--- config.mk ---
export PLATFORM = sky130hd
export DESIGN_NAME = traffic_phase_sequencer
export DESIGN_NICKNAME = d
export VERILOG_FILES = /design/src/rtl/traffic_phase_sequencer.sv
export SDC_FILE = /design/constraint.sdc
export NUM_CORES = 1
export LEC_CHECK = 0
export BUFFER_PORTS_ARGS = -buffer_cell sky130_fd_sc_hd__buf_2
export CAP_MARGIN = 20
export CORE_UTILIZATION = 53
export CTS_CLUSTER_SIZE = 14
export DETAILED_ROUTE_END_ITERATION = 10
export MAX_ROUTING_LAYER = met4
export PLACE_DENSITY = 0.78
export SLEW_MARGIN = 20
export SYNTH_ARGS = -nofsm -noshare
export SYNTH_HDL_FRONTEND = slang
export SYNTH_SLANG_ARGS = --single-unit
--- constraint.sdc ---
create_clock -name clk -period 2.3 [get_ports clk]
set_input_delay 0.115 -clock clk [delete_from_list [all_inputs] [get_ports clk]]
set_output_delay 0.115 -clock clk [all_outputs]
set_load 0.02 [all_outputs]
--- src/rtl/traffic_phase_sequencer.sv ---
// Timing and sequencing controller for a highway/country-road intersection.
// Handles the dwell intervals, the latched country request and the emergency preempt.
module traffic_phase_sequencer #(
    parameter int MIN_HWY_GREEN   = 8,
    parameter int YELLOW_TIME     = 3,
    parameter int ALL_RED_TIME    = 2,
    parameter int MAX_CNTRY_GREEN = 10,
    parameter int CNT_W           = 8
) (
    input  logic             clk,
    input  logic             rst,
    input  logic             x,
    input  logic             emg,
    output logic [1:0]       hwy,
    output logic [1:0]       cntry,
    output logic [2:0]       state,
    output logic             req,
    output logic [CNT_W-1:0] timer
);

    typedef enum logic [2:0] {
        PH_HG  = 3'd0,
        PH_HY  = 3'd1,
        PH_AR1 = 3'd2,
        PH_CG  = 3'd3,
        PH_CY  = 3'd4,
        PH_AR2 = 3'd5
    } phase_e;

    localparam logic [1:0] LAMP_RED    = 2'd0;
    localparam logic [1:0] LAMP_YELLOW = 2'd1;
    localparam logic [1:0] LAMP_GREEN  = 2'd2;

    // A phase of dwell N exits on the edge where the timer shows N-1.
    localparam logic [CNT_W-1:0] HG_LAST   = CNT_W'(MIN_HWY_GREEN - 1);
    localparam logic [CNT_W-1:0] Y_LAST    = CNT_W'(YELLOW_TIME - 1);
    localparam logic [CNT_W-1:0] AR_LAST   = CNT_W'(ALL_RED_TIME - 1);
    localparam logic [CNT_W-1:0] CG_LAST   = CNT_W'(MAX_CNTRY_GREEN - 1);
    localparam logic [CNT_W-1:0] TIMER_MAX = '1;

    // Kept as raw bits so the illegal encodings 6 and 7 stay observable and recoverable.
    logic [2:0]       state_q, state_d;
    logic [CNT_W-1:0] timer_q, timer_d;
    logic             req_q, req_d;

    // NOTE: sequential state uses non-blocking assignments so every flop samples pre-edge values.
    always_ff @(posedge clk or negedge rst) begin
        if (!rst) begin
            state_q <= PH_HG;
            timer_q <= '0;
            req_q   <= 1'b0;
        end else begin
            state_q <= state_d;
            timer_q <= timer_d;
            req_q   <= req_d;
        end
    end

    // NOTE: every comb output gets a default first, so no path can infer a latch.
    always_comb begin
        state_d = state_q;
        case (state_q)
            PH_HG:   if (timer_q >= HG_LAST && req_q && !emg) state_d = PH_HY;
            PH_HY:   if (timer_q == Y_LAST) state_d = PH_AR1;
            PH_AR1:  if (timer_q == AR_LAST) state_d = emg ? PH_HG : PH_CG;
            PH_CG:   if (!x || emg || timer_q == CG_LAST) state_d = PH_CY;
            PH_CY:   if (timer_q == Y_LAST) state_d = PH_AR2;
            PH_AR2:  if (timer_q == AR_LAST) state_d = PH_HG;
            default: state_d = PH_HG;
        endcase

        if (state_d != state_q) begin
            timer_d = '0;
        end else if (timer_q != TIMER_MAX) begin
            timer_d = timer_q + 1'b1;
        end else begin
            timer_d = timer_q;
        end

        // Entering CG serves the request; that clear beats a same-edge set.
        if (state_q == PH_AR1 && state_d == PH_CG) begin
            req_d = 1'b0;
        end else if (x && state_q != PH_CG) begin
            req_d = 1'b1;
        end else begin
            req_d = req_q;
        end
    end

    always_comb begin
        hwy   = LAMP_GREEN;
        cntry = LAMP_RED;
        case (state_q)
            PH_HY: begin
                hwy   = LAMP_YELLOW;
            end
            PH_AR1, PH_AR2: begin
                hwy   = LAMP_RED;
            end
            PH_CG: begin
                hwy   = LAMP_RED;
                cntry = LAMP_GREEN;
            end
            PH_CY: begin
                hwy   = LAMP_RED;
                cntry = LAMP_YELLOW;
            end
            default: begin
                hwy   = LAMP_GREEN;
                cntry = LAMP_RED;
            end
        endcase
    end

    assign state = state_q;
    assign timer = timer_q;
    assign req   = req_q;

endmodule

==> results.toml, run 1 <==
[status]
status = "finished, final reports clean"

[clock_tree]
cts_htree_levels = 1
cts_inserted_buffers = 3
clockBufferDepth = 2
clock_latency_ps = 280
cts_sinks = 12
cts_tree = "yes"
path_clk_slew_ps = 80
clock-root-buffer = "clkbuf_4"

[worst_setup_path]
startpoint_type = "flip-flop"
cp-end-kind = "flip-flop"
path_max_fanout = 7
arrival_ps = 2380
cp_num_buf_inv = 1
cp_cell_sequence = "inv_1, ha_1, or3b_2, nor4_1, a311oi_1, o21ai_2, nor4_2"
cp.depth = 7
critPathTopFamily = "simple AND/OR/NAND/NOR gates"
cp.required_ps = 2450
reg2regPathDepth = 7
slowest_delay_ps = 480
criticalPathCategory = "flip-flop to flip-flop"
cp_slowest_cell = "or3b_2"

[floorplan]
rows = 15
start_util = 0.564
core_area_sq_um = 1710
io_pins = 20
die_area_sq_um = 1990
die_h_um = 44.6
die_w_um = 44.6

[power]
p_clk_frac = 0.091
powerDensity_nw_per_um2 = 1170
switching_power_uw = 754
p_seq_frac = 0.228
intPower_uw = 758
leakage_uw = 0.000589
p_comb_frac = 0.681
swShare = 0.499
ir_drop_mv = 0.685

[global_route]
track_usage = 0.297
grt_max_degree = 13
grt_pass1_vias = 941
antenna_found_initial = 0
globalRoute.totalOverflow = 0
grt_pass1_wl_mm = 4.15

[route]
vias_per_cell = 6.22
vias = 1069
ant_nets = 0
avgRoutedWirePerCell_um = 17.3
drt-pass1-iter-count = 4
drt-total-wl_mm = 2.98
drc = 0
drt_iter0_markers = 52

[logic_synthesis]
yosysTopAreaCellShare = 0.312
syn_area_sq_um = 963
synth-seq-cells = 12
yosys.cell_types.count = 44
ys_seq_area_frac = 0.312
yosysWarnings = 0
netlist_top_cells_area = "dfrtp_1 (31%), nor4_1 (7.1%), nor2_1 (5.5%), ha_1 (5.2%), or3b_2 (2.7%)"
synthesis.nets = 125
yosysTopAreaCell = "dfrtp_1"
avgSynthCellArea_sq_um = 8.23
netlist_instances = 117

[place]
dpl_worst_slack_ps = -67.9
numPortBuffers = 19
dp_cells = 168
gp_congestion = 0.926
postPlaceCellArea_sq_um = 1170
dp_hpwl_mm = 2.06

[sta]
max_freq_mhz = 449
rsz0062_at_grt = "true"
hold_viol = 0
final-setup-viol-count = 0
clock_skew_ps = 3.90
relSlewSlack = 0.664
finalCritPeriodShare = 0.969
finalCriticalPeriod_ps = 2230
tightest_slew_ps = 504
postLayoutSetupSlackWorst_ps = 71.0
drv_slew = 0
holdWs_ps = 199

[flow_run]
maxCapViolations = 0

[min_path]
hold_class = "input pin to flip-flop"
hold_path_depth = 3

[layout]
fin_nets = 157
drive_gt1_frac = 0.408
fin_cells = 172
layout_common_cells = "buf_2 (19), nor2_1 (14), buf_4 (14), dfrtp_1 (10), nor4_2 (7)"
design_area_sq_um = 1290
syn2layout_area_growth_pct = 33.9
layout_commonest_cell = "buf_2"
utilization = 0.755
diodes = 0
## what timing repair did
item | 4_1_cts | 5_1_grt
endpoints found under the setup margin | 4 | 8
pin swaps | 1 | 3
gates resized for setup | 4 | 13
buffers inserted | 0 | 0
hold buffers | 1 | 0
hold endpoints to repair | 12 | 0
## cell usage after synthesis (all sizes together)
| cell | instances |
|---|---|
| nor2b | 3 |
| ha | 4 |
| a21o | 2 |
| inv | 6 |
| xor2 | 3 |
| o2111ai | 1 |
| a21oi | 1 |
| nand3 | 4 |
| or3b | 3 |
| dfrtp | 12 |
| buf | 2 |
| xnor2 | 1 |
| o31a | 1 |
| a41o | 1 |
| a221oi | 1 |
| clkbuf | 5 |
| nand2 | 6 |
| o41a | 1 |
| nor3 | 4 |
| or3 | 1 |
| nor3b | 1 |
| and2 | 1 |
| mux2i | 2 |
| nand4 | 1 |
| and3 | 1 |
| nor4 | 12 |
| nand2b | 2 |
| o21ai | 6 |
| o21ba | 1 |
| a31o | 1 |
| or2 | 2 |
| nand3b | 2 |
| a311oi | 1 |
| o21a | 1 |
| o31ai | 1 |
| a222oi | 1 |
| o211ai | 1 |
| o21bai | 1 |
| or4 | 2 |
| nor4b | 1 |
| nor2 | 14 |
## power groups by stage
stage	Clock, uW	Combinational, uW	Sequential (uW)
after floorplan	0	529	382
after global placement	0	855	333
after detailed placement	0	885	337
after CTS	132	930	331
after global routing	144	1100	350
final	138	1030	345
## worst paths after layout
path                       startpoint  slack [ps]       end
max in group asynchronous         rst        1770  timer[5]
min                                 x         200       req
min in group asynchronous         rst         280       req
min reg2reg                       req         600       req
max reg2reg                  timer[0]          70  timer[1]
max                          timer[0]          70  timer[1]
## worst reg2reg max path, cell delays in order (launching register included)
cell	delay (ps)
dfrtp_1	390
inv_1	90
ha_1	250
or3b_2	480
nor4_1	390
a311oi_1	150
o21ai_2	240
nor4_2	110
## metal layers
layer | vias to the layer above | track usage | part of all wire | routed length [um]
li1 | 496 | - | - | -
met1 | 518 | 0.336 | 0.41 | 1220
met2 | 48 | 0.541 | 0.53 | 1570
met3 | 7 | 0.0408 | 0.053 | 157
met4 | 0 | 0.0848 | 0.014 | 42
met5 | - | - | 0 | 0
## final cells by class
cell class	count	area, sq um
multi-input cells	92	701
repair buffers	34	210
inverters	6	22.5
flip-flops and latches	12	303
clock buffers	3	22.5
well taps	25	31.3
fillers	145	418
## cells by family (layout without fill, tap and decap cells)
family | Yosys count | count (layout) | synth area share
compound gates | 22 | 22 | 0.177
xor+xnor | 4 | 4 | 0.0364
fa+ha+maj | 4 | 4 | 0.0520
buf+inv | 13 | 43 | 0.0519
flops | 12 | 12 | 0.312
mux | 2 | 2 | 0.0208
simple gates | 60 | 60 | 0.351
## sequential cells by signal, summed over array words and instances, names as in the netlist
signal / flops
state: 3
timer: 8
req: 1
## metrics by stage
step	setup TNS, ps	power (uW)
after CTS	0	1390
after floorplan	0	912
final	0	1510
after global routing	-4.49	1590
after detailed placement	-152	1220
after global placement	0	1190
No activity file was read; power rests on OpenSTA's default activity.
==> run 2: changes to the inputs <==
--- a/config.mk
+++ b/config.mk
@@ -5,7 +5,7 @@
 export SDC_FILE = /design/constraint.sdc
 export NUM_CORES = 1
 export LEC_CHECK = 0
-export BUFFER_PORTS_ARGS = -buffer_cell sky130_fd_sc_hd__buf_2
+export BUFFER_PORTS_ARGS = -buffer_cell sky130_fd_sc_hd__buf_4
 export CAP_MARGIN = 20
 export CORE_UTILIZATION = 53
 export CTS_CLUSTER_SIZE = 14
==> run 2 against run 1 <==
Via count decreased by 4.1%. Sequential cell count unchanged. Sequential power grew 1%. Power shrank 4.0%. Core utilization down 0.73 points. Combinational power fell by 9.8%. Clock skew grew 1.8 ps. Die area unchanged. Hold slack worse by 21 ps. Wire length decreased by 10%. Global-route usage down 0.39 points. Critical path depth is 2 lower. Critical endpoint unchanged. Largest power group unchanged.
==> results.toml, run 2 (synthesis gave the netlist of run 1 again) <==
[place]
dp_hpwl_mm = 1.91
postPlaceCellArea_sq_um = 1180
gp_congestion = 0.930
numPortBuffers = 19

[min_path]
hp-start = "x"
hold_class = "input pin to flip-flop"
hold_path_depth = 3
min_to = "req"

[sta]
holdWs_ps = 178
tightest_slew_ps = 523
hold_viol = 0
drv_slew = 0
finalCritPeriodShare = 0.949
rsz0062_at_grt = "true"
relSlewSlack = 0.648
setup_tns_ps = 0
clock_skew_ps = 5.69
max_freq_mhz = 458
final-setup-viol-count = 0
finalCriticalPeriod_ps = 2180

[power]
p_clk_frac = 0.119
p_seq_frac = 0.241
p_total_uw = 1450
ir_drop_mv = 0.800
leakage_uw = 0.000576
p_comb_frac = 0.641
powerDensity_nw_per_um2 = 1140
intPower_uw = 764
switching_power_uw = 686
swShare = 0.473

[worst_setup_path]
reg2reg_setup_slack_ps = 120
startpoint_type = "flip-flop"
criticalPathCategory = "flip-flop to flip-flop"
arrival_ps = 2360
cp.required_ps = 2480
path_max_fanout = 8
reg2reg_from = "timer[5]"
cp-startpoint = "timer[5]"
reg2regPathDepth = 5
r2r_end = "timer[1]"
cp-end-kind = "flip-flop"

[status]
status = "finished, final reports clean"

[global_route]
track_usage = 0.294
antenna_found_initial = 0
grt_pass1_wl_mm = 4.08
globalRoute.totalOverflow = 0
grt_pass1_vias = 942
grt_max_degree = 14

[floorplan]
rows = 15
die_w_um = 44.6
start_util = 0.564
io_pins = 20
die_area_sq_um = 1990
core_area_sq_um = 1710
die_h_um = 44.6

[layout]
design_area_sq_um = 1280
largest_reg_flops = 8
fin_nets = 152
diodes = 0
syn2layout_area_growth_pct = 32.6
layout_common_cells = "buf_4 (28), nor2_1 (14), dfrtp_1 (12)"
layout_commonest_cell = "buf_4"
fillCellCount = 139
drive_gt1_frac = 0.350

[route]
ant_nets = 0
avgRoutedWirePerCell_um = 15.9
drc = 0
drt_iter0_markers = 46
drt-pass1-iter-count = 4
vias = 1025
vias_per_cell = 6.10
drt-total-wl_mm = 2.68

[clock_tree]
clockBufferDepth = 2
cts_inserted_buffers = 3
cts_sinks = 12
clock_latency_ps = 280
clock-root-buffer = "clkbuf_4"
cts_htree_levels = 1
path_clk_slew_ps = 80
post-cts-setup-buffers = 0
cts_tree = "yes"

[flow_run]
maxCapViolations = 0
run 2: changes by cell type in the layout (fill, tap and decap cells not counted), sizes merged:
cell | before | now
buf | 33 | 28
clkbuf | 3 | 4
run 2: power groups by stage:
stage	registers (uW)	clock network, uW	logic, uW
finish	350	172	929
global route	358	187	1010
CTS	345	176	856
detailed placement	349	0	851
global placement	345	0	833
floorplan	382	0	529
run 2: critical path, cell delays in order, from the launching register on:
cell	delay (ps)
dfrtp_1	410
or4_4	600
nor4_2	260
nor3_2	110
o31a_2	400
nor4_2	310
run 2: layout make-up:
cell class | count | area, sq um | share of cell area
inverter | 6 | 22.5 | 0.0176
tap | 25 | 31.3 | 0.0245
timing repair buffer | 29 | 220 | 0.172
multi-input combinational | 92 | 667 | 0.522
sequential | 12 | 300 | 0.235
clock buffer | 4 | 36.3 | 0.0284
run 2: through the flow:
step	utilization	instances	setup WS, ps
global placement	0.689	163	120
detailed placement	0.689	163	31.4
global route	0.748	168	-3.41
floorplan	-	117	129
CTS	0.716	168	5.08
finish	0.748	168	118
run 2: what timing repair did:
| item | 4_1_cts | 5_1_grt |
|---|---|---|
| hold endpoints to repair | 12 | 0 |
| endpoints found under the setup margin | 0 | 10 |
| resized for setup | 0 | 10 |
| hold buffers | 1 | 0 |
run 2: worst max-delay path by stage:
stage               endpoint  cells past startpoint
detailed placement  timer[1]                      5
floorplan           timer[0]                      6
global placement    timer[0]                      5
CTS                 timer[1]                      5
global route             req                      5
finish              timer[1]                      5
run 2: metal layers:
layer	up-vias	global-route usage	share of wire
met1	473	0.324	0.41
met2	59	0.488	0.50
met3	10	0.0449	0.065
met5	-	-	0
met4	0	0.188	0.026
li1	483	-	-
==> run 3: changes to the inputs <==
--- a/config.mk
+++ b/config.mk
@@ -7,11 +7,14 @@
 export LEC_CHECK = 0
 export BUFFER_PORTS_ARGS = -buffer_cell sky130_fd_sc_hd__buf_4
 export CAP_MARGIN = 20
-export CORE_UTILIZATION = 53
+export CELL_PAD_IN_SITES_DETAIL_PLACEMENT = 1
+export CELL_PAD_IN_SITES_GLOBAL_PLACEMENT = 2
+export CORE_ASPECT_RATIO = 0.7
+export CORE_UTILIZATION = 31
 export CTS_CLUSTER_SIZE = 14
 export DETAILED_ROUTE_END_ITERATION = 10
 export MAX_ROUTING_LAYER = met4
-export PLACE_DENSITY = 0.78
+export PLACE_DENSITY_LB_ADDON = 0.1
 export SLEW_MARGIN = 20
 export SYNTH_ARGS = -nofsm -noshare
 export SYNTH_HDL_FRONTEND = slang
==> run 3 against run 2 <==
Core utilization down 29 points. Power rose by 3.6%. Non-clock buffer count rose by 4. Setup slack got worse by 69 ps. Clock-buffer cell count fell by 1. Highest routed layer unchanged.
==> results.toml, run 3 (synthesis gave the netlist of run 1 again) <==
[sta]
tightest_slew_ps = 554
rsz0062_at_grt = "true"
max_freq_mhz = 444
relSlewSlack = 0.628
final-setup-viol-count = 0
finalCriticalPeriod_ps = 2250
hold_viol = 0
finalCritPeriodShare = 0.979
clock_skew_ps = 5.25
postLayoutSetupSlackWorst_ps = 48.8
drv_slew = 0

[place]
numPortBuffers = 19
gp_congestion = 0.822
dpl_worst_slack_ps = 39.2
dp_hpwl_mm = 2.57
postPlaceCellArea_sq_um = 1220

[worst_setup_path]
arrival_ps = 2380
cp.required_ps = 2430
reg2reg_from = "timer[7]"
criticalPathCategory = "flip-flop to flip-flop"
cp-end-kind = "flip-flop"
cp-startpoint = "timer[7]"
startpoint_type = "flip-flop"
path_max_fanout = 8

[global_route]
antenna_found_initial = 0
track_usage = 0.227
globalRoute.totalOverflow = 0
grt_pass1_wl_mm = 5.42
grt_pass1_vias = 1081
grt_max_degree = 13

[min_path]
hp-start = "x"
hold_class = "input pin to flip-flop"

[floorplan]
die_area_sq_um = 3340
die_h_um = 48.6
core_area_sq_um = 2880
start_util = 0.334
io_pins = 20
rows = 16
die_w_um = 68.6

[clock_tree]
clock-root-buffer = "clkbuf_8"
cts_sinks = 12
clock_latency_ps = 240
cts_tree = "yes"
cts_htree_levels = 1
path_clk_slew_ps = 50
clockBufferDepth = 2
post-cts-setup-buffers = 0
cts_inserted_buffers = 3

[flow_run]
maxCapViolations = 0

[route]
wl_met2_mm = 1.38
vias = 1068
ant_nets = 0
drc = 0
drt-pass1-iter-count = 4
vias_per_cell = 5.87
drt_iter0_markers = 54
avgRoutedWirePerCell_um = 18.0
met1_length_mm = 1.67
highest-signal-layer = "met4"
drt-total-wl_mm = 3.28
met3_length_um = 192

[layout]
utilization = 0.453
diodes = 0
layout_common_cells = "buf_4 (32), nor2_1 (14), dfrtp_1 (12), nor4_1 (9)"
fin_nets = 156
drive_gt1_frac = 0.336
largest_reg_flops = 8
syn2layout_area_growth_pct = 35.6
design_area_sq_um = 1310
layout_commonest_cell = "buf_4"

[power]
p_total_uw = 1500
leakage_uw = 0.000587
ir_drop_mv = 0.605
powerDensity_nw_per_um2 = 1150

[status]
status = "finished, final reports clean"
run 3: changes by cell type in the layout (fill, tap and decap cells not counted), moves of 2 or more:
| cell | change |
|---|---|
| buf_4 | +4 |
| nor4_2 | -3 |
| clkbuf_4 | -3 |
| clkbuf_8 | +2 |
| nor4_1 | +3 |
run 3: final cells by class:
cell class                 instances  area (sq um)
timing repair buffer              33           250
tap                               36          45.0
fill                             361          1580
multi-input combinational         92           647
inverter                           6          22.5
clock buffer                       3          41.3
sequential                        12           300
run 3: timing repair:
action	CTS	global route
endpoints found under the setup margin	1	10
hold endpoints to repair	12	0
pin swaps	0	1
resized for setup	0	6
hold buffers	1	0
run 3: layer usage:
layer	vias to the layer above	global-route usage
met1	534	0.325
met5	-	-
met3	4	0.0637
met4	0	0.0382
li1	495	-
met2	35	0.320
run 3: power by group:
group / total [uW] / switching (uW) / internal, uW
Combinational: 960 / 548 / 412
Sequential: 356 / 88.4 / 267
Clock: 187 / 72.3 / 115
run 3: final timing paths:
check | end | slack, ps | cells after the start
max in group asynchronous | state[0] | 1870 | 2
setup / recovery | timer[0] | 50 | 5
setup reg to reg | timer[0] | 50 | 5
hold reg to reg | req | 620 | 2
min in group asynchronous | timer[7] | 270 | 2
hold / removal | req | 230 | 3
run 3: per-stage QoR:
step / hold slack, ps / std cells / TNS [ps]
after global placement: -36.5 / 178 / 0
after global routing: 236 / 182 / -52.6
after floorplan: -181 / 117 / 0
final: 227 / 182 / 0
after CTS: 232 / 182 / -3.94
after detailed placement: -35.6 / 178 / 0
run 3: worst max-delay path, cell delays in order (launching register included):
cell	delay [ps]
dfrtp_1	460
or4_4	570
nor4_2	270
nor3_2	120
o31a_1	400
nor4_1	320
